===== config.mk =====
export PLATFORM = sky130hd
export DESIGN_NAME = alu_control_gen
export DESIGN_NICKNAME = d
export VERILOG_FILES = /design/src/rtl/alu_ctrl_pkg.sv /design/src/rtl/alu_ctrl_decode.sv /design/src/rtl/alu_control_gen.sv
export SDC_FILE = /design/constraint.sdc
export NUM_CORES = 1
export LEC_CHECK = 0
export CAP_MARGIN = 20
export CORE_MARGIN = 2
export CORE_UTILIZATION = 34
export DETAILED_ROUTE_END_ITERATION = 10
export PLACE_DENSITY = 0.89
export RECOVER_POWER = 25
export SYNTH_ARGS = -nofsm -noshare
export SYNTH_HDL_FRONTEND = slang
export SYNTH_SLANG_ARGS = --single-unit

===== constraint.sdc =====
create_clock -name clk -period 3.8 [get_ports clk]
set_clock_uncertainty 0.05 [all_clocks]
set_input_delay 0.76 -clock clk [delete_from_list [all_inputs] [get_ports clk]]
set_output_delay 0.76 -clock clk [all_outputs]
set_load 0.02 [all_outputs]

===== src/rtl/alu_ctrl_pkg.sv =====
// Shared constants for the RV32IM ALU control decoder: ALUOp classes,
// ALUControl operation codes, RV32 opcodes and a small funct3 helper.
package alu_ctrl_pkg;

  // Instruction classes from the main control unit
  localparam logic [2:0] ALUOP_LSJ    = 3'b000;
  localparam logic [2:0] ALUOP_BRANCH = 3'b001;
  localparam logic [2:0] ALUOP_RTYPE  = 3'b010;
  localparam logic [2:0] ALUOP_ITYPE  = 3'b011;
  localparam logic [2:0] ALUOP_RMUL   = 3'b100;
  localparam logic [2:0] ALUOP_UTYPE  = 3'b101;
  localparam logic [2:0] ALUOP_JUMP   = 3'b110;
  localparam logic [2:0] ALUOP_RSVD   = 3'b111;

  // Integer ALU operations
  localparam logic [5:0] ALU_ADD    = 6'b000000;
  localparam logic [5:0] ALU_SUB    = 6'b000001;
  localparam logic [5:0] ALU_SLL    = 6'b000010;
  localparam logic [5:0] ALU_SLT    = 6'b000011;
  localparam logic [5:0] ALU_SLTU   = 6'b000100;
  localparam logic [5:0] ALU_XOR    = 6'b000101;
  localparam logic [5:0] ALU_SRL    = 6'b000110;
  localparam logic [5:0] ALU_SRA    = 6'b000111;
  localparam logic [5:0] ALU_OR     = 6'b001000;
  localparam logic [5:0] ALU_AND    = 6'b001001;

  // Branch compare operations
  localparam logic [5:0] ALU_BEQ    = 6'b010000;
  localparam logic [5:0] ALU_BNE    = 6'b010001;
  localparam logic [5:0] ALU_BLT    = 6'b010010;
  localparam logic [5:0] ALU_BGE    = 6'b010011;
  localparam logic [5:0] ALU_BLTU   = 6'b010100;
  localparam logic [5:0] ALU_BGEU   = 6'b010101;

  // M-extension operations; low three bits equal funct3
  localparam logic [5:0] ALU_MUL    = 6'b100000;
  localparam logic [5:0] ALU_MULH   = 6'b100001;
  localparam logic [5:0] ALU_MULHSU = 6'b100010;
  localparam logic [5:0] ALU_MULHU  = 6'b100011;
  localparam logic [5:0] ALU_DIV    = 6'b100100;
  localparam logic [5:0] ALU_DIVU   = 6'b100101;
  localparam logic [5:0] ALU_REM    = 6'b100110;
  localparam logic [5:0] ALU_REMU   = 6'b100111;

  // Upper-immediate and jump operations
  localparam logic [5:0] ALU_LUI    = 6'b110000;
  localparam logic [5:0] ALU_AUIPC  = 6'b110001;
  localparam logic [5:0] ALU_JAL    = 6'b110010;

  // RV32 major opcodes
  localparam logic [6:0] OP_LOAD    = 7'b0000011;
  localparam logic [6:0] OP_STORE   = 7'b0100011;
  localparam logic [6:0] OP_JALR    = 7'b1100111;
  localparam logic [6:0] OP_BRANCH  = 7'b1100011;
  localparam logic [6:0] OP_RTYPE   = 7'b0110011;
  localparam logic [6:0] OP_ITYPE   = 7'b0010011;
  localparam logic [6:0] OP_LUI     = 7'b0110111;
  localparam logic [6:0] OP_AUIPC   = 7'b0010111;
  localparam logic [6:0] OP_JAL     = 7'b1101111;

  // funct7 values the decoder distinguishes
  localparam logic [6:0] F7_BASE    = 7'b0000000;
  localparam logic [6:0] F7_ALT     = 7'b0100000;
  localparam logic [6:0] F7_MULDIV  = 7'b0000001;

  // funct3 to integer op, shared by register and immediate forms
  function automatic logic [5:0] base_op(input logic [2:0] f3);
    logic [5:0] op;
    case (f3)
      3'b000:  op = ALU_ADD;
      3'b001:  op = ALU_SLL;
      3'b010:  op = ALU_SLT;
      3'b011:  op = ALU_SLTU;
      3'b100:  op = ALU_XOR;
      3'b101:  op = ALU_SRL;
      3'b110:  op = ALU_OR;
      default: op = ALU_AND;
    endcase
    return op;
  endfunction

endpackage


===== src/rtl/alu_ctrl_decode.sv =====
// Pure combinational decode of {ALUOp, opcode, funct3, funct7} into the
// ALUControl code and a decode-error flag. Illegal cases yield ADD.
module alu_ctrl_decode
  import alu_ctrl_pkg::*;
(
  input  logic [2:0] alu_op,
  input  logic [6:0] opcode,
  input  logic [2:0] funct3,
  input  logic [6:0] funct7,
  output logic [5:0] code,
  output logic       illegal
);

  always_comb begin
    code    = ALU_ADD;
    illegal = 1'b0;
    case (alu_op)
      ALUOP_LSJ: begin
        code = ALU_ADD;
      end

      ALUOP_BRANCH: begin
        case (funct3)
          3'b000:  code = ALU_BEQ;
          3'b001:  code = ALU_BNE;
          3'b100:  code = ALU_BLT;
          3'b101:  code = ALU_BGE;
          3'b110:  code = ALU_BLTU;
          3'b111:  code = ALU_BGEU;
          default: illegal = 1'b1;
        endcase
      end

      ALUOP_RTYPE: begin
        if (funct7 == F7_BASE) begin
          code = base_op(funct3);
        end else if (funct7 == F7_ALT) begin
          // Only add and srl have alternate (sub/sra) encodings
          case (funct3)
            3'b000:  code = ALU_SUB;
            3'b101:  code = ALU_SRA;
            default: illegal = 1'b1;
          endcase
        end else begin
          illegal = 1'b1;
        end
      end

      ALUOP_ITYPE: begin
        case (funct3)
          3'b001: begin
            if (funct7 == F7_BASE) code = ALU_SLL;
            else                   illegal = 1'b1;
          end
          3'b101: begin
            // Shift-immediate: upper imm bits carry the srl/sra selector
            if (funct7 == F7_BASE || funct7 == F7_ALT)
              code = funct7[5] ? ALU_SRA : ALU_SRL;
            else
              illegal = 1'b1;
          end
          default: code = base_op(funct3);
        endcase
      end

      ALUOP_RMUL: begin
        if (funct7 == F7_MULDIV) code = {3'b100, funct3};
        else                     illegal = 1'b1;
      end

      ALUOP_UTYPE: begin
        if (opcode == OP_LUI)        code = ALU_LUI;
        else if (opcode == OP_AUIPC) code = ALU_AUIPC;
        else                         illegal = 1'b1;
      end

      ALUOP_JUMP: begin
        code = ALU_JAL;
      end

      default: begin
        illegal = 1'b1;
      end
    endcase
  end

endmodule


===== src/rtl/alu_control_gen.sv =====
// Registered ALU control generator: decode plus one output register stage.
// Define ALUCTRL_ILLEGAL_EN to add the registered 'illegal' output.
module alu_control_gen
  import alu_ctrl_pkg::*;
#(
  parameter int WIDTH       = 32,
  parameter int INSTR_WIDTH = 32
) (
  input  logic                   clk,
  input  logic                   rst_n,
  input  logic [2:0]             ALUOp,
  input  logic [INSTR_WIDTH-1:0] Instr_RV32IM,
  output logic [5:0]             ALUControl
`ifdef ALUCTRL_ILLEGAL_EN
  ,
  output logic                   illegal
`endif
);

  if (INSTR_WIDTH < 32 || WIDTH < 1) begin : g_param_check
    $error("alu_control_gen: INSTR_WIDTH must be >= 32 and WIDTH >= 1");
  end

  logic [5:0] dec_code;
  logic       dec_illegal;

  alu_ctrl_decode u_decode (
    .alu_op  (ALUOp),
    .opcode  (Instr_RV32IM[6:0]),
    .funct3  (Instr_RV32IM[14:12]),
    .funct7  (Instr_RV32IM[31:25]),
    .code    (dec_code),
    .illegal (dec_illegal)
  );

  // Register fields and immediates never affect the control code
  logic unused_instr_bits;
  assign unused_instr_bits = ^{Instr_RV32IM[24:15], Instr_RV32IM[11:7]};

  if (INSTR_WIDTH > 32) begin : g_wide_instr
    logic unused_instr_hi;
    assign unused_instr_hi = ^Instr_RV32IM[INSTR_WIDTH-1:32];
  end

  // No handshake: the register reloads on every rising edge.
  always_ff @(posedge clk) begin
    if (!rst_n) ALUControl <= ALU_ADD;
    else        ALUControl <= dec_code;
  end

`ifdef ALUCTRL_ILLEGAL_EN
  always_ff @(posedge clk) begin
    if (!rst_n) illegal <= 1'b0;
    else        illegal <= dec_illegal;
  end
`else
  logic unused_illegal;
  assign unused_illegal = dec_illegal;
`endif

endmodule


## After elaboration in Yosys (flattened, before gate mapping)

Index checks and enable logic that the tools add are counted.

| word-level totals | value |
|---|---|
| flip-flop bits (word level) | 6 |
| output and inout bits | 6 |
| logic and storage cells | 35 |

| cells by class | value |
|---|---|
| equality and inequality tests | 17 |
| mux-type cells | 14 |
| reduce and logical (&&, ||, !) cells | 3 |

Operator list:

| operator | count |
|---|---|
| $mux 6 | 6 |
| $pmux 6 s6 | 1 |
| $pmux 5 s6 | 1 |
| $pmux 4 s7 | 1 |
| $eq 3x3->1 const B | 7 |
| $pmux 4 s5 | 1 |
| $eq 7x6->1 const B | 2 |
| $eq 3x2->1 const B | 4 |
| $pmux 6 s2 | 1 |
| $eq 7x1->1 const B | 1 |
| $eq 7x5->1 const B | 1 |
| $logic_not 7->1 | 1 |
| $eq 3x1->1 const B | 2 |
| $pmux 3 s2 | 1 |
| $logic_not 3->1 | 1 |
| $mux 2 | 1 |
| $logic_or 1x1->1 | 1 |
| $mux 1 | 1 |

## Depth between registers and ports, before layout

Gate-level depths: netlist of run 1.

| depth | value |
|---|---|
| word-level depth | 5 |
| depth in mapped cells | 6 |
| gate-level depth less buffers | 5 |

## Cells and area by module

A second synthesis of run 1 with hierarchy kept.

| unflattened totals | value |
|---|---|
| cells, all modules | 88 |
| area, all modules | 625.6 µm² |

By module, submodules not included:

| module | times used | cells each | area an instance (µm²) |
|---|---|---|---|
| alu_ctrl_decode | 1 | 76 | 467.9 |
| alu_control_gen | 1 | 12 | 157.7 |

## Worst setup path before layout of run 1

OpenSTA, ideal clock, no wires.

| path | value |
|---|---|
| path type | input -> register |
| start | input port Instr_RV32IM[28] |
| end | register ALUControl[3] |
| setup time | 0.087 ns |
| data arrival time | 2.043 ns |
| data required time | 3.663 ns |
| setup slack | 1.620 ns |
| stages on the path | 5 |
| cells stage by stage | or4_4 or3_4 nor2_1 a21oi_1 nor4b_2 |

| on the way | value |
|---|---|
| longest elaborated chain between the ends | 3 |

RTL lines:

| element | RTL line | RTL |
|---|---|---|
| from (decl) | alu_control_gen.sv:12 | `input logic [INSTR_WIDTH-1:0] Instr_RV32IM,` |
| $logic_not 7->1 | alu_ctrl_decode.sv:35 | `if (funct7 == F7_BASE) begin` |
| $mux 6 | alu_ctrl_decode.sv:35 |  |
| $pmux 6 s6 | alu_ctrl_decode.sv:17 | `case (alu_op)` |
| to (signal assigned) | alu_control_gen.sv:48 | `else ALUControl <= dec_code;` |
| to (decl) | alu_control_gen.sv:13 | `output logic [5:0] ALUControl` |

Every way passes these cells.
A chain may end at the register's enable or synchronous reset.

## Worst setup path in the final report of run 1

| path | value |
|---|---|
| start | input port ALUOp[2] |
| end | register ALUControl[0] |

| on the way | value |
|---|---|
| longest elaborated chain between the ends | 2 |
| elaborated cells on any way between the ends | 7 |
| those cells by class | eq/ne: 6; mux: 1 |

RTL lines:

| element | RTL line | RTL |
|---|---|---|
| from (decl) | alu_control_gen.sv:11 | `input logic [2:0] ALUOp,` |
| $eq 3x3->1 (tied with other cells) | -- |  |
| $pmux 6 s6 * | alu_ctrl_decode.sv:17 |  |

Every way passes the cells marked *; elsewhere a longest branch is shown, timed or not.

==> results of run 1 <==
-- final timing paths --
kind / to / slack, ps / cells past startpoint
worst max-delay path: ALUControl[0]$_SDFF_PN0_ / 1260 / 6
worst min-delay path: ALUControl[5]$_SDFF_PN0_ / 1120 / 2
-- metrics by stage --
stage                     hold WS [ps]  setup WS, ps  cells
after floorplan                  831.7          1620     70
after global placement            1348          1041    108
after detailed placement          1359          1032    108
after CTS                         1114          1288    111
after global routing              1121          1163    111
final                             1124          1263    111
-- power groups by stage --
stage / Sequential [uW] / Combinational, uW / Clock, uW
after global placement: 66.4 / 56.6 / 0
after global routing: 65.3 / 63.1 / 64.4
after floorplan: 68.9 / 25.4 / 0
after detailed placement: 66.5 / 57.8 / 0
after CTS: 65.4 / 57.8 / 58.0
final: 65.3 / 57.8 / 56.3
-- Yosys cell counts (2+ instances only) --
cell type	number
or3b_2	2
nor2b_1	3
nor2_1	5
nand3_1	2
clkbuf_1	4
o21ai_0	5
nand2b_1	3
a21oi_1	5
nand2_1	5
inv_1	3
o211ai_1	3
dfxtp_1	6
-- kinds of logic (layout without fill, tap and decap cells) --
family          count (synthesis)  in the layout  synth area share (%)
simple gates                   31             31                 40.14
buf+inv                         8             33                 5.867
flops                           6              6                 22.54
compound gates                 23             23                 28.17
xor+xnor                        2              2                 3.287
-- layer usage --
metal | GRT usage, % | vias up | part of all wire [%]
met5 | 0 | - | 0
met4 | 10.30 | 0 | 4.3
met3 | 5.000 | 9 | 12
met2 | 25.00 | 40 | 45
met1 | 17.77 | 270 | 39
li1 | - | 311 | -
-- area by class of cell --
cell class | instances | area (sq um)
flip-flops and latches | 6 | 120.1
well taps | 16 | 20.02
fillers | 136 | 663.1
inverters | 3 | 11.26
clock buffers | 3 | 22.52
multi-input cells | 56 | 381.6
repair buffers | 27 | 270.3
==> results.md, run 1 <==
* Status: finished clean
* Initial DRC count at 12
* Pwr dens at 217.4 nW/um^2
* Vias per Instance at 5.676
* Post-synth top area share at 22.54%
* Grt total ovfl at 0
* WP buf/inv at 1
* Num rows at 14
* CP required at 3920 ps
* Reg with most FFs: ALUControl
* Core area at 1489 sq um
* Commonest non-fill, non-tap cell in the layout: clkdlybuf4s50_1
* # IOs at 43
* Synth area leader: dfxtp_1
* Max reg flops at 6
* Crit Path Category: input pin to flip-flop
* Post-DRT Antenna Nets at 0
* Post-DP HPWL at 1.081 mm
* Final core occ at 55.46%
* H-tree levels at 1
* GPL Wtd Cong at 0.9193
* Crit. End Element: flip-flop
* RSZ-0062 raised after global routing: no
* Synthesized cell area at 533.0 sq um
* Largest net degree at the start of global routing at 13
* Crit Path Max Fanout at 12
* Port Buffers at 27
* Drt total wl at 1.336 mm
* Final Cycle Share at 66.76%
* Crit start category: input pin
* Post-synth EDFFs at 0
* Max-slew violations at 0
* Final Hold Viols at 0
* Initial Util at 35.80%
* CP max stage delay at 670 ps
* Unique cell type count in the Yosys netlist at 36
* Final instance area at 825.8 sq um
* Hold Crit Start: rst_n
* DP Area at 803.3 sq um
* Initial antenna violation count at 0
* Most used DFF post-synth: dfxtp_1
* Sequential-to-total area share from yosys stat at 22.54%
* Worst IR drop on VDD at 0.07682 mV
* Clock power share at 31.4%
* Max-cap viol count at 0
* Die Wd at 43.60 microns
* Sw Pwr at 45.97 uW
* Leak pwr at 0.0003015 uW
* Vias at 630
* Clock root buffer: clkbuf_4
* Routed wire length per instance at 12.04 microns
* Commonest non-fill, non-tap cells in the layout: clkdlybuf4s50_1 (24), dfxtp_1 (6)
* Setup TNS at 0 ps
* Area Overhead vs Synth at 54.93%
* GR Util All Layers at 15.67%
* Number of remaining DRC errors at 0
* TritonCTS Sinks at 6
* Final nets at 134
* CTS clk-pin slew, worst paths at 40 ps
* Setup bufs post-CTS at 0
* Max_slew headroom at 72.61%
* CTS tree: yes
* Biggest regs: ALUControl x6
* Switching Fraction at 25.61%
* CP max stage cell: clkdlybuf4s50_1
* Worst path arrival time at 2660 ps
* Total CTS buffers at 3
* CP startpoint: ALUOp[2]
* Synth async-reset ratio at 0%
* Hold WC Path Type: input pin to flip-flop
* Fmax at 394.2 MHz
* Synthesized flop and latch total at 6
* Internal at 133.5 uW
* Synth Net Count at 107
* Die H at 43.60 microns
* Crit path cell chain: clkdlybuf4s50_1 > or3b_2 > nor4_2 > o21bai_1 > a222oi_1 > o21ai_1
* CTS max path bufs at 2
* DR pass1 iterations at 4
* Final setup vio count at 0
* Yosys warns at 0
* Synth area leaders: dfxtp_1 (23%), a21oi_1 (4.7%), o21ai_0 (4.7%)
* Min cycle time layout at 2537 ps
* Pwr Total at 179.5 uW
* Cts repair resizes at 0
* Hold buffer count at cts at 0
* Share of cells above drive strength 1 at 10.53%
* Comb pwr share at 32.2%
* Cells after synthesis at 70
* ANT cells at 0
* Sequential share of power at 36.4%
* First-pass GRT wire length at 2.256 mm
* Number of global-route vias before repair at 551
* Crit-path leading delay family: simple AND/OR/NAND/NOR gates
* Slew @ Worst Pin at 407.4 ps
* Die ar. at 1901 sq um
* Mean Syn Cell Area at 7.614 sq um
Power figures use the tool's default switching activity.
==> inputs of run 2 (changes only) <==
- CORE_UTILIZATION: 34 -> 32
- PLACE_DENSITY: 0.89 -> 0.85
- clock period: 3.8 -> 2.6 ns (I/O delays scaled with it)
==> run 2 against run 1 <==
Clock-buffer cell count stayed put. Critical path depth is the same. Setup slack worse by 960 ps. Combinational power is 53% higher. Critical path type unchanged.
==> results.md, run 2 (synthesized netlist as in run 1, its figures left out) <==
* Number of global-route vias before repair at 534
* Max reg flops at 6
* Setup TNS at 0 ps
* Internal at 198.0 uW
* Slew @ Worst Pin at 395.2 ps
* Crit Path Category: input pin to flip-flop
* Initial DRC count at 11
* CTS max path bufs at 2
* Num rows at 14
* DP Area at 825.8 sq um
* Share of cells above drive strength 1 at 13.27%
* Uppermost layer routed: met4
* Die ar. at 2008 sq um
* Max-slew violations at 0
* CP max stage cell: or4_4
* First-pass GRT wire length at 2.242 mm
* Worst hold slack at 866.7 ps
* Die H at 44.81 microns
* Worst path arrival time at 2410 ps
* Pwr dens at 309.5 nW/um^2
* Met3 routed WL at 88 microns
* M1 wire length at 581 microns
* Leak pwr at 0.0003162 uW
* Number of remaining DRC errors at 0
* Vias at 640
* Hold Crit Start: rst_n
* Worst Hold Path EP: ALUControl[5]$_SDFF_PN0_
* Post-DP HPWL at 1.113 mm
* Port Buffers at 27
* Pwr Total at 262.6 uW
* Comb pwr share at 33.6%
* ANT cells at 0
* Die Wd at 44.81 microns
* TritonCTS Sinks at 6
* Commonest non-fill, non-tap cells in the layout: clkdlybuf4s50_1 (24), dfxtp_1 (6)
* Hold Path Depth at 2
* Clock root buffer: clkbuf_4
* Crit path cell chain: clkdlybuf4s50_1 > or4_4 > or3_4 > nor3b_2 > a222oi_1 > o21ai_1
* Cts repair resizes at 0
* Final nets at 137
* Non-Filler Instances at 114
* Crit. End Element: flip-flop
* Post-placement cell count at 111
* Max_slew headroom at 73.44%
* Total CTS buffers at 3
* Max-cap viol count at 0
* GPL Wtd Cong at 0.8037
* RSZ-0062 raised after global routing: no
* CTS clk-pin slew, worst paths at 40 ps
* Initial Util at 34.58%
* Area Overhead vs Synth at 59.16%
* Routed wire length per instance at 11.78 microns
* Met2 WL at 663 microns
* Clock power share at 30.0%
* Final setup vio count at 0
* CP max stage delay at 540 ps
* Filler instances at 145
* H-tree levels at 1
* Hold WC Path Type: input pin to flip-flop
* Worst IR drop on VDD at 0.1002 mV
* GR Util All Layers at 15.14%
* Grt total ovfl at 0
* Largest net degree at the start of global routing at 12
* Initial antenna violation count at 0
* Min cycle time layout at 2298 ps
* Final instance area at 848.3 sq um
* Final Cycle Share at 88.40%
* CTS tree: yes
* # IOs at 43
* Hold buffer count at cts at 0
* Crit Path Max Fanout at 5
* Commonest non-fill, non-tap cell in the layout: clkdlybuf4s50_1
* Final Hold Viols at 0
* Vias per Instance at 5.614
* Crit start category: input pin
* Post-DRT Antenna Nets at 0
* Setup bufs post-CTS at 0
* Status: finished clean
* Drt total wl at 1.343 mm
* DR pass1 iterations at 4
* Core area at 1541 sq um
* Fmax at 435.1 MHz
* Sw Pwr at 64.53 uW
* Sequential share of power at 36.4%
* CP required at 2710 ps
* Reg with most FFs: ALUControl
* Switching Fraction at 24.58%
* Biggest regs: ALUControl x6
[run 2: cell count changes in the layout (fill, tap and decap cells not counted), sizes merged]
cell | previous run | this run
buf | 0 | 3
[run 2: through the flow]
step,util (%),worst slack [ps]
CTS,55.03,336.7
floorplan,-,659.8
global placement,53.57,134.5
finish,55.03,301.6
detailed placement,53.57,95.15
global route,55.03,231.6
[run 2: power by group through the flow]
stage          registers (uW)  logic (uW)  clock network (uW)
2_1_floorplan             101        37.2                   0
3_3_place_gp             97.1        86.2                   0
3_5_place_dp             97.2        88.1                   0
4_1_cts                  95.7        88.4                83.0
5_1_grt                  95.7        95.9                84.3
6_report                 95.6        88.2                78.7
[run 2: routing by layer]
metal	track usage, %	vias to the layer above
met2	24.93	28
met5	0	-
met3	1.600	2
li1	-	318
met1	19.07	292
met4	8.824	0
[run 2: worst max-delay path, delay by kind of cell]
kind	cells	cell delay [ps]
buf+inv	1	400
compound gates	2	300
simple gates	3	1190
[run 2: layout make-up]
| class | count | area (sq um) | area share [%] |
|---|---|---|---|
| tap | 16 | 20.02 | 2.360 |
| multi-input combinational | 56 | 381.6 | 44.99 |
| inverter | 3 | 11.26 | 1.327 |
| sequential | 6 | 120.1 | 14.16 |
| clock buffer | 3 | 22.52 | 2.655 |
| timing repair buffer | 30 | 292.8 | 34.51 |
[run 2: how the worst max path moves through the flow]
stage                      from                  endpoint  slack (ps)  cells after the start
6_report       Instr_RV32IM[28]  ALUControl[0]$_SDFF_PN0_         300                      6
4_1_cts        Instr_RV32IM[28]  ALUControl[2]$_SDFF_PN0_         340                      6
3_5_place_dp   Instr_RV32IM[28]  ALUControl[2]$_SDFF_PN0_         100                      6
3_3_place_gp   Instr_RV32IM[28]  ALUControl[2]$_SDFF_PN0_         130                      6
2_1_floorplan  Instr_RV32IM[28]  ALUControl[3]$_SDFF_PN0_         660                      5
5_1_grt        Instr_RV32IM[28]  ALUControl[2]$_SDFF_PN0_         230                      6
==> inputs of run 3 (changes only) <==
- PLACE_DENSITY: 0.85 -> 0.76
==> run 3 against run 2 <==
Worst hold slack gained 11 ps. Utilization is the same. Die area is the same. Highest routed layer unchanged.
==> results.md, run 3 (synthesized netlist as in run 1, its figures left out) <==
* Pwr dens at 313.5 nW/um^2
* Place WS at 124.2 ps
* Register area at 120.1 sq um
* Worst path arrival time at 2340 ps
* Leak pwr at 0.0003157 uW
* Slew @ Worst Pin at 440.1 ps
* Area Overhead vs Synth at 59.16%
* Crit Path Category: input pin to flip-flop
* Die ar. at 2008 sq um
* Clock root buffer: clkbuf_4
* H-tree levels at 1
* Met3 Use GR at 4.800%
* GR Util All Layers at 15.62%
* TritonCTS Sinks at 6
* GPL Wtd Cong at 0.9538
* Critical path depth in cells at 6
* Port Buffers at 27
* ANT cells at 0
* Share of cells above drive strength 1 at 13.27%
* CP max stage cell: or4_4
* Setup TNS at 0 ps
* Die Wd at 44.81 microns
* Final Hold Viols at 0
* GR Util met1 at 19.02%
* Fmax at 451.0 MHz
* Multi-input gate area at 381.6 sq um
* First-pass GRT wire length at 2.311 mm
* RSZ-0062 raised after global routing: no
* CTS tree: yes
* Final worst setup slack at 382.5 ps
* Largest net degree at the start of global routing at 12
* Num rows at 14
* Vias per Instance at 5.509
* Grt total ovfl at 0
* Max reg flops at 6
* Final setup vio count at 0
* Number of remaining DRC errors at 0
* Number of global-route vias before repair at 557
* Hold buffer count at cts at 0
* CTS clk-pin slew, worst paths at 40 ps
* End of the critical path: ALUControl[0]$_SDFF_PN0_
* Worst IR drop on VDD at 0.1201 mV
* Max_slew headroom at 70.41%
* CP startpoint: Instr_RV32IM[28]
* Hold WC Path Type: input pin to flip-flop
* Vias at 628
* Final Cycle Share at 85.29%
* Crit path cell chain: clkdlybuf4s50_1 > or4_4 > nor4_2 > o21bai_1 > a222oi_1 > o21ai_1
* Cts repair resizes at 0
* Post-DP HPWL at 1.123 mm
* Min cycle time layout at 2217 ps
* CP required at 2720 ps
* Die H at 44.81 microns
* Setup bufs post-CTS at 0
* CTS max path bufs at 2
* Met2 GRT Util at 25.22%
* Commonest non-fill, non-tap cell in the layout: clkdlybuf4s50_1
* Crit start category: input pin
* WP buf/inv at 1
* Final nets at 137
* Post-DRT Antenna Nets at 0
* Crit. End Element: flip-flop
* Reg with most FFs: ALUControl
* Routed wire length per instance at 12.01 microns
* Max-cap viol count at 0
* CP max stage delay at 540 ps
* Crit Path Max Fanout at 4
* Initial antenna violation count at 0
* Filler instances at 149
* Initial DRC count at 19
* Biggest regs: ALUControl x6
* DR pass1 iterations at 4
* Crit-path leading delay family: simple AND/OR/NAND/NOR gates
* Most used routing layer: met2
* Max-slew violations at 0
* Core area at 1541 sq um
* Drt total wl at 1.369 mm
* Total CTS buffers at 3
* # IOs at 43
* Initial Util at 34.58%
* Commonest non-fill, non-tap cells in the layout: clkdlybuf4s50_1 (24), dfxtp_1 (6)
* Status: finished clean
-- run 3: per-layer routing --
layer,up-vias,share of wire (%)
met3,4,7.6
met4,0,0.80
met2,30,46
met1,274,46
met5,-,0
li1,320,-
-- run 3: worst min-delay path by stage --
stage          start                        to  slack (ps)  cells past startpoint
5_1_grt        rst_n  ALUControl[4]$_SDFF_PN0_         880                      2
3_5_place_dp   rst_n  ALUControl[5]$_SDFF_PN0_        1120                      2
4_1_cts        rst_n  ALUControl[5]$_SDFF_PN0_         870                      2
6_report       rst_n  ALUControl[5]$_SDFF_PN0_         880                      2
3_3_place_gp   rst_n  ALUControl[5]$_SDFF_PN0_        1110                      2
2_1_floorplan  rst_n  ALUControl[4]$_SDFF_PN0_         590                      1
-- run 3: final cells by class --
class	instances	share of cell area [%]
well taps	16	2.360
clock buffers	3	2.655
inverters	3	1.327
multi-input cells	56	44.99
flip-flops and latches	6	14.16
repair buffers	30	34.51
-- run 3: per-stage QoR --
step	total power [uW]	hold slack, ps	area, sq um	std cells	utilization (%)
3_5_place_dp	185.2	1122	825.8	111	53.57
4_1_cts	271.1	867.5	848.3	114	55.03
6_report	266.0	877.3	848.3	114	55.03
2_1_floorplan	137.9	591.7	533.0	70	-
5_1_grt	287.7	875.4	848.3	114	55.03
3_3_place_gp	184.1	1109	825.8	111	53.57
-- run 3: report_power, final --
group | internal (uW) | switching [uW] | total (uW)
Combinational | 51.1 | 37.0 | 88.0
Sequential | 95.0 | 0.567 | 95.6
Clock | 52.0 | 30.4 | 82.3
Total | 198 | 67.9 | 266
==> variant 1: new RTL, config.mk and constraints of run 3 <==
Register the output `ALUControl` once more, without a reset; this adds one clock of latency there.
--- a/src/rtl/alu_control_gen.sv
+++ b/src/rtl/alu_control_gen.sv
@@ -16,6 +16,8 @@
   output logic                   illegal
 `endif
 );
+
+  logic [5:0] ALUControl_s0;
 
   if (INSTR_WIDTH < 32 || WIDTH < 1) begin : g_param_check
     $error("alu_control_gen: INSTR_WIDTH must be >= 32 and WIDTH >= 1");
@@ -44,8 +46,8 @@
 
   // No handshake: the register reloads on every rising edge.
   always_ff @(posedge clk) begin
-    if (!rst_n) ALUControl <= ALU_ADD;
-    else        ALUControl <= dec_code;
+    if (!rst_n) ALUControl_s0 <= ALU_ADD;
+    else        ALUControl_s0 <= dec_code;
   end
 
 `ifdef ALUCTRL_ILLEGAL_EN
@@ -58,5 +60,9 @@
   assign unused_illegal = dec_illegal;
 `endif
 
+  always_ff @(posedge clk) begin
+    ALUControl <= ALUControl_s0;
+  end
+
 endmodule
 
Formal check against the unedited RTL: not equivalent (a bounded check fails within 4 cycles, from zero or initial values and one cycle with rst_n low).
==> variant 1 against run 3 <==
Sequential cell count up 6; fmax up 15%; area after synthesis up 33%; design area up 19%; cell count up 21%; power up 45%; hold slack worse by 600 ps; largest cell class unchanged; highest routed layer unchanged; wire length up 11%; setup slack better by 290 ps.
==> variant 1: results <==
status:
  outcome: "completed"
routing:
  finalWirelength_um: 1514
  wl_met2_um: 774
  drt-initial-drc-count: 16
  routedWlPerCell_um: 10.97
  avgViaCountPerCell: 5.058
  route.met3.wl_um: 89
  m1WireLength_um: 627
  drtPass1Iterations: 4
grt:
  grt_max_degree: 13
  antenna_found_initial: 0
  grt_pass1_vias: 640
  grt_pass1_wl_um: 2546
  grt_use_total_pct: 12.60
logic_synthesis:
  yosysSeqAreaShare_pct: 33.80
  synth_nets: 122
  synthTopCellsByCount: "dfxtp_1 (12), nand2_1 (8), o21ai_0 (7)"
  syn_avg_cell_area_um2: 8.361
  ys_top_cells_by_area: "dfxtp_1 (34%), o21ai_0 (4.9%), nand2_1 (4.2%)"
  synth_top_flop_cell: "dfxtp_1"
  synthArstFlopShare_pct: 0
setup_path:
  crit_path_max_incr_delay_ps: 710
  cpMaxStageDelayCell: "clkdlybuf4s50_1"
  critical_path.max_fanout: 12
place:
  dp_hpwl_um: 1243
  io_buffer_count: 27
  dp.cells: 135
  place_area_um2: 983.4
  place_ws_ps: 415.2
  gp_congestion: 0.8445
power:
  ir_drop_mv: 0.1841
  leakage_nw: 0.3624
finish:
  area_growth_pct: 41.55
  nFillCells: 214
  drive_gt1_share_pct: 10.91
  final_nets: 149
  top_regs: "ALUControl (6), ALUControl_s0 (6)"
clocking:
  path_clk_slew_ps: 60
  cts.path.max_buffers: 2
timing:
  worst_pin_slew_ps: 396.8
hold_path:
  holdCritPathClass: "reg -> reg"
variant 1: cell types whose count changed in the layout (fill, tap and decap cells not counted), sizes merged, moves of 3 or more:
cell,before,now
dfxtp,6,12
nor3,0,5
clkdlybuf4s50,24,27
dlygate4sd3,3,0
nand2,5,8
nor2,5,8
variant 1: cells by family (layout without fill, tap and decap cells):
family,after synthesis,count (layout),synth area share (%)
and+or+nand+nor,39,39,35.21
buffers and inverters,9,34,7.217
DFF,12,12,33.80
AOI/OAI and AO/OA,24,24,22.53
xor gates and xnor gates,1,1,1.233
variant 1: area by class of cell:
type / count / share of cell area, %
tap: 28 / 3.483
multi-input combinational: 64 / 41.67
sequential: 12 / 23.88
clock buffer: 3 / 2.239
inverter: 3 / 1.119
timing repair buffer: 28 / 27.61
variant 1: worst max-delay path: cells and delay by family:
kind	cells	cell delay, ps
buf+inv	1	710
simple gates	4	490
compound gates	1	290
variant 1: final timing paths:
kind | start | endpoint | slack (ps) | cells after the start
worst max-delay path | Instr_RV32IM[14] | ALUControl_s0[4]$_SDFF_PN0_ | 670 | 6
worst min-delay path | ALUControl_s0[4]$_SDFF_PN0_ | ALUControl[4]$_DFF_P_ | 280 | 0
worst max register to register | ALUControl_s0[0]$_SDFF_PN0_ | ALUControl[0]$_DFF_P_ | 2150 | 0
worst min register to register | ALUControl_s0[4]$_SDFF_PN0_ | ALUControl[4]$_DFF_P_ | 280 | 0
variant 1: per-layer routing:
metal  track usage [%]  vias to the layer above
met3             2.047                        2
met4             9.009                        0
met5                 0                        -
met1             14.31                      306
li1                  -                      363
met2             21.21                       27
variant 1: where the power goes:
group	internal [W]	switching [W]	total [W]
sequential	0.000190	0.00000113	0.000191
combinational	0.0000494	0.0000422	0.0000917
clock	0.0000533	0.0000487	0.000102
==> variant 2: new RTL, config.mk and constraints of run 3 <==
Made on the original files. Build with the macro `ALUCTRL_ILLEGAL_EN` defined.
--- a/src/rtl/alu_control_gen.sv
+++ b/src/rtl/alu_control_gen.sv
@@ -1,5 +1,7 @@
 // Registered ALU control generator: decode plus one output register stage.
 // Define ALUCTRL_ILLEGAL_EN to add the registered 'illegal' output.
+`define ALUCTRL_ILLEGAL_EN
+
 module alu_control_gen
   import alu_ctrl_pkg::*;
 #(
Check against the original RTL (old outputs only; new: illegal): equivalent (Yosys induction, for registers that start in step).
==> variant 2 against run 3 <==
Power increased by 24%; sequential cell count grew 1; setup slack better by 74 ps; utilization is 5.5 points lower; design area grew 28%; combinational power grew 41%; area after synthesis up 37%; hold slack better by 50 ps; wire length increased by 45%; clock power rose by 14%; largest cell class unchanged.
==> variant 2: results <==
status:
  outcome: "completed"
place:
  place_ws_ps: 209.8
  io_buffer_count: 28
  gp_congestion: 0.9038
  dp_hpwl_um: 1611
grt:
  grt_use_total_pct: 16.20
  use_met1_pct: 19.72
  use_met3_pct: 1.724
  antenna_found_initial: 0
  grt_max_degree: 15
  grtUsageMet2_pct: 27.35
  grt_pass1_wl_um: 3346
  grt_pass1_vias: 809
timing:
  worst_pin_slew_ps: 460.6
  holdWs_ps: 927.5
logic_synthesis:
  ys_top_cells_by_area: "dfxtp_1 (19%), nand2b_1 (5.1%), a21oi_1 (4.8%)"
  synthTopCellsByCount: "a21oi_1 (7), dfxtp_1 (7), nor2_1 (7)"
  synth_nets: 133
  synth_xor_area_share_pct: 2.401
  syn_avg_cell_area_um2: 7.598
  yosysSeqAreaShare_pct: 19.21
  synth_compound_area_share_pct: 28.47
  yosysUniqueCellTypes: 45
  synthMuxAreaShare_pct: 1.372
routing:
  finalWirelength_um: 1984
  drt-initial-drc-count: 26
  vias: 876
setup_path:
  critical_path.max_fanout: 14
  cp_data_arrival_time_ps: 2260
finish:
  top_regs: "ALUControl (6), illegal (1)"
  final_nets: 165
  drive_gt1_share_pct: 11.81
hold_path:
  hold_start: "Instr_RV32IM[13]"
  hold_end: "ALUControl[3]$_SDFF_PN0_"
  hold_depth: 3
power:
  ir_drop_mv: 0.1816
  leakage_nw: 0.3894
[variant 2: how the worst max path moves through the flow]
stage | slack, ps | from | depth (start not counted) | end
2_1_floorplan | 760 | Instr_RV32IM[28] | 4 | illegal$_SDFF_PN0_
3_3_place_gp | 240 | Instr_RV32IM[28] | 5 | ALUControl[0]$_SDFF_PN0_
3_5_place_dp | 210 | Instr_RV32IM[28] | 5 | ALUControl[0]$_SDFF_PN0_
4_1_cts | 460 | Instr_RV32IM[28] | 5 | ALUControl[0]$_SDFF_PN0_
5_1_grt | 270 | Instr_RV32IM[12] | 5 | ALUControl[1]$_SDFF_PN0_
6_report | 460 | Instr_RV32IM[12] | 5 | ALUControl[1]$_SDFF_PN0_
[variant 2: cell type report]
cell class                      count  area (µm²)
Clock buffer                        4       26.28
Fill cell                         211        1106
Inverter                            4       15.01
Multi-Input combinational cell     78       543.0
Sequential cell                     7       140.1
Tap cell                           28       35.03
Timing Repair Buffer               34       325.3
[variant 2: cell families (layout without fill, tap and decap cells)]
logic type | Yosys count | count (layout)
multiplexers | 1 | 1
flip-flops | 7 | 7
buffers and inverters | 11 | 42
XOR/XNOR | 2 | 2
AND/OR/NAND/NOR | 47 | 47
AO/OA/AOI/OAI | 28 | 28
[variant 2: routing by layer]
layer | share of wire [%] | routed length (µm)
met3 | 5.2 | 103
met4 | 1.2 | 23
met2 | 51 | 1019
met1 | 42 | 838
met5 | 0 | 0
[variant 2: critical path, stage by stage]
cell             delay, ps
clkdlybuf4s50_1        750
nand4b_1               200
a2111oi_0              410
o21ai_0                170
a31oi_1                190
[variant 2: through the flow]
stage | power (W) | instance area, µm²
floorplan | 0.0001762 | 729.5
global placement | 0.0002352 | 1059
detailed placement | 0.0002377 | 1059
CTS | 0.0003322 | 1085
global route | 0.0003472 | 1085
finish | 0.0003295 | 1085
[variant 2: report_power, final]
group          switching, W  internal, W  leakage (nW)
clock             0.0000352    0.0000583        0.0150
combinational     0.0000587    0.0000651         0.317
sequential      0.000000816     0.000111        0.0570
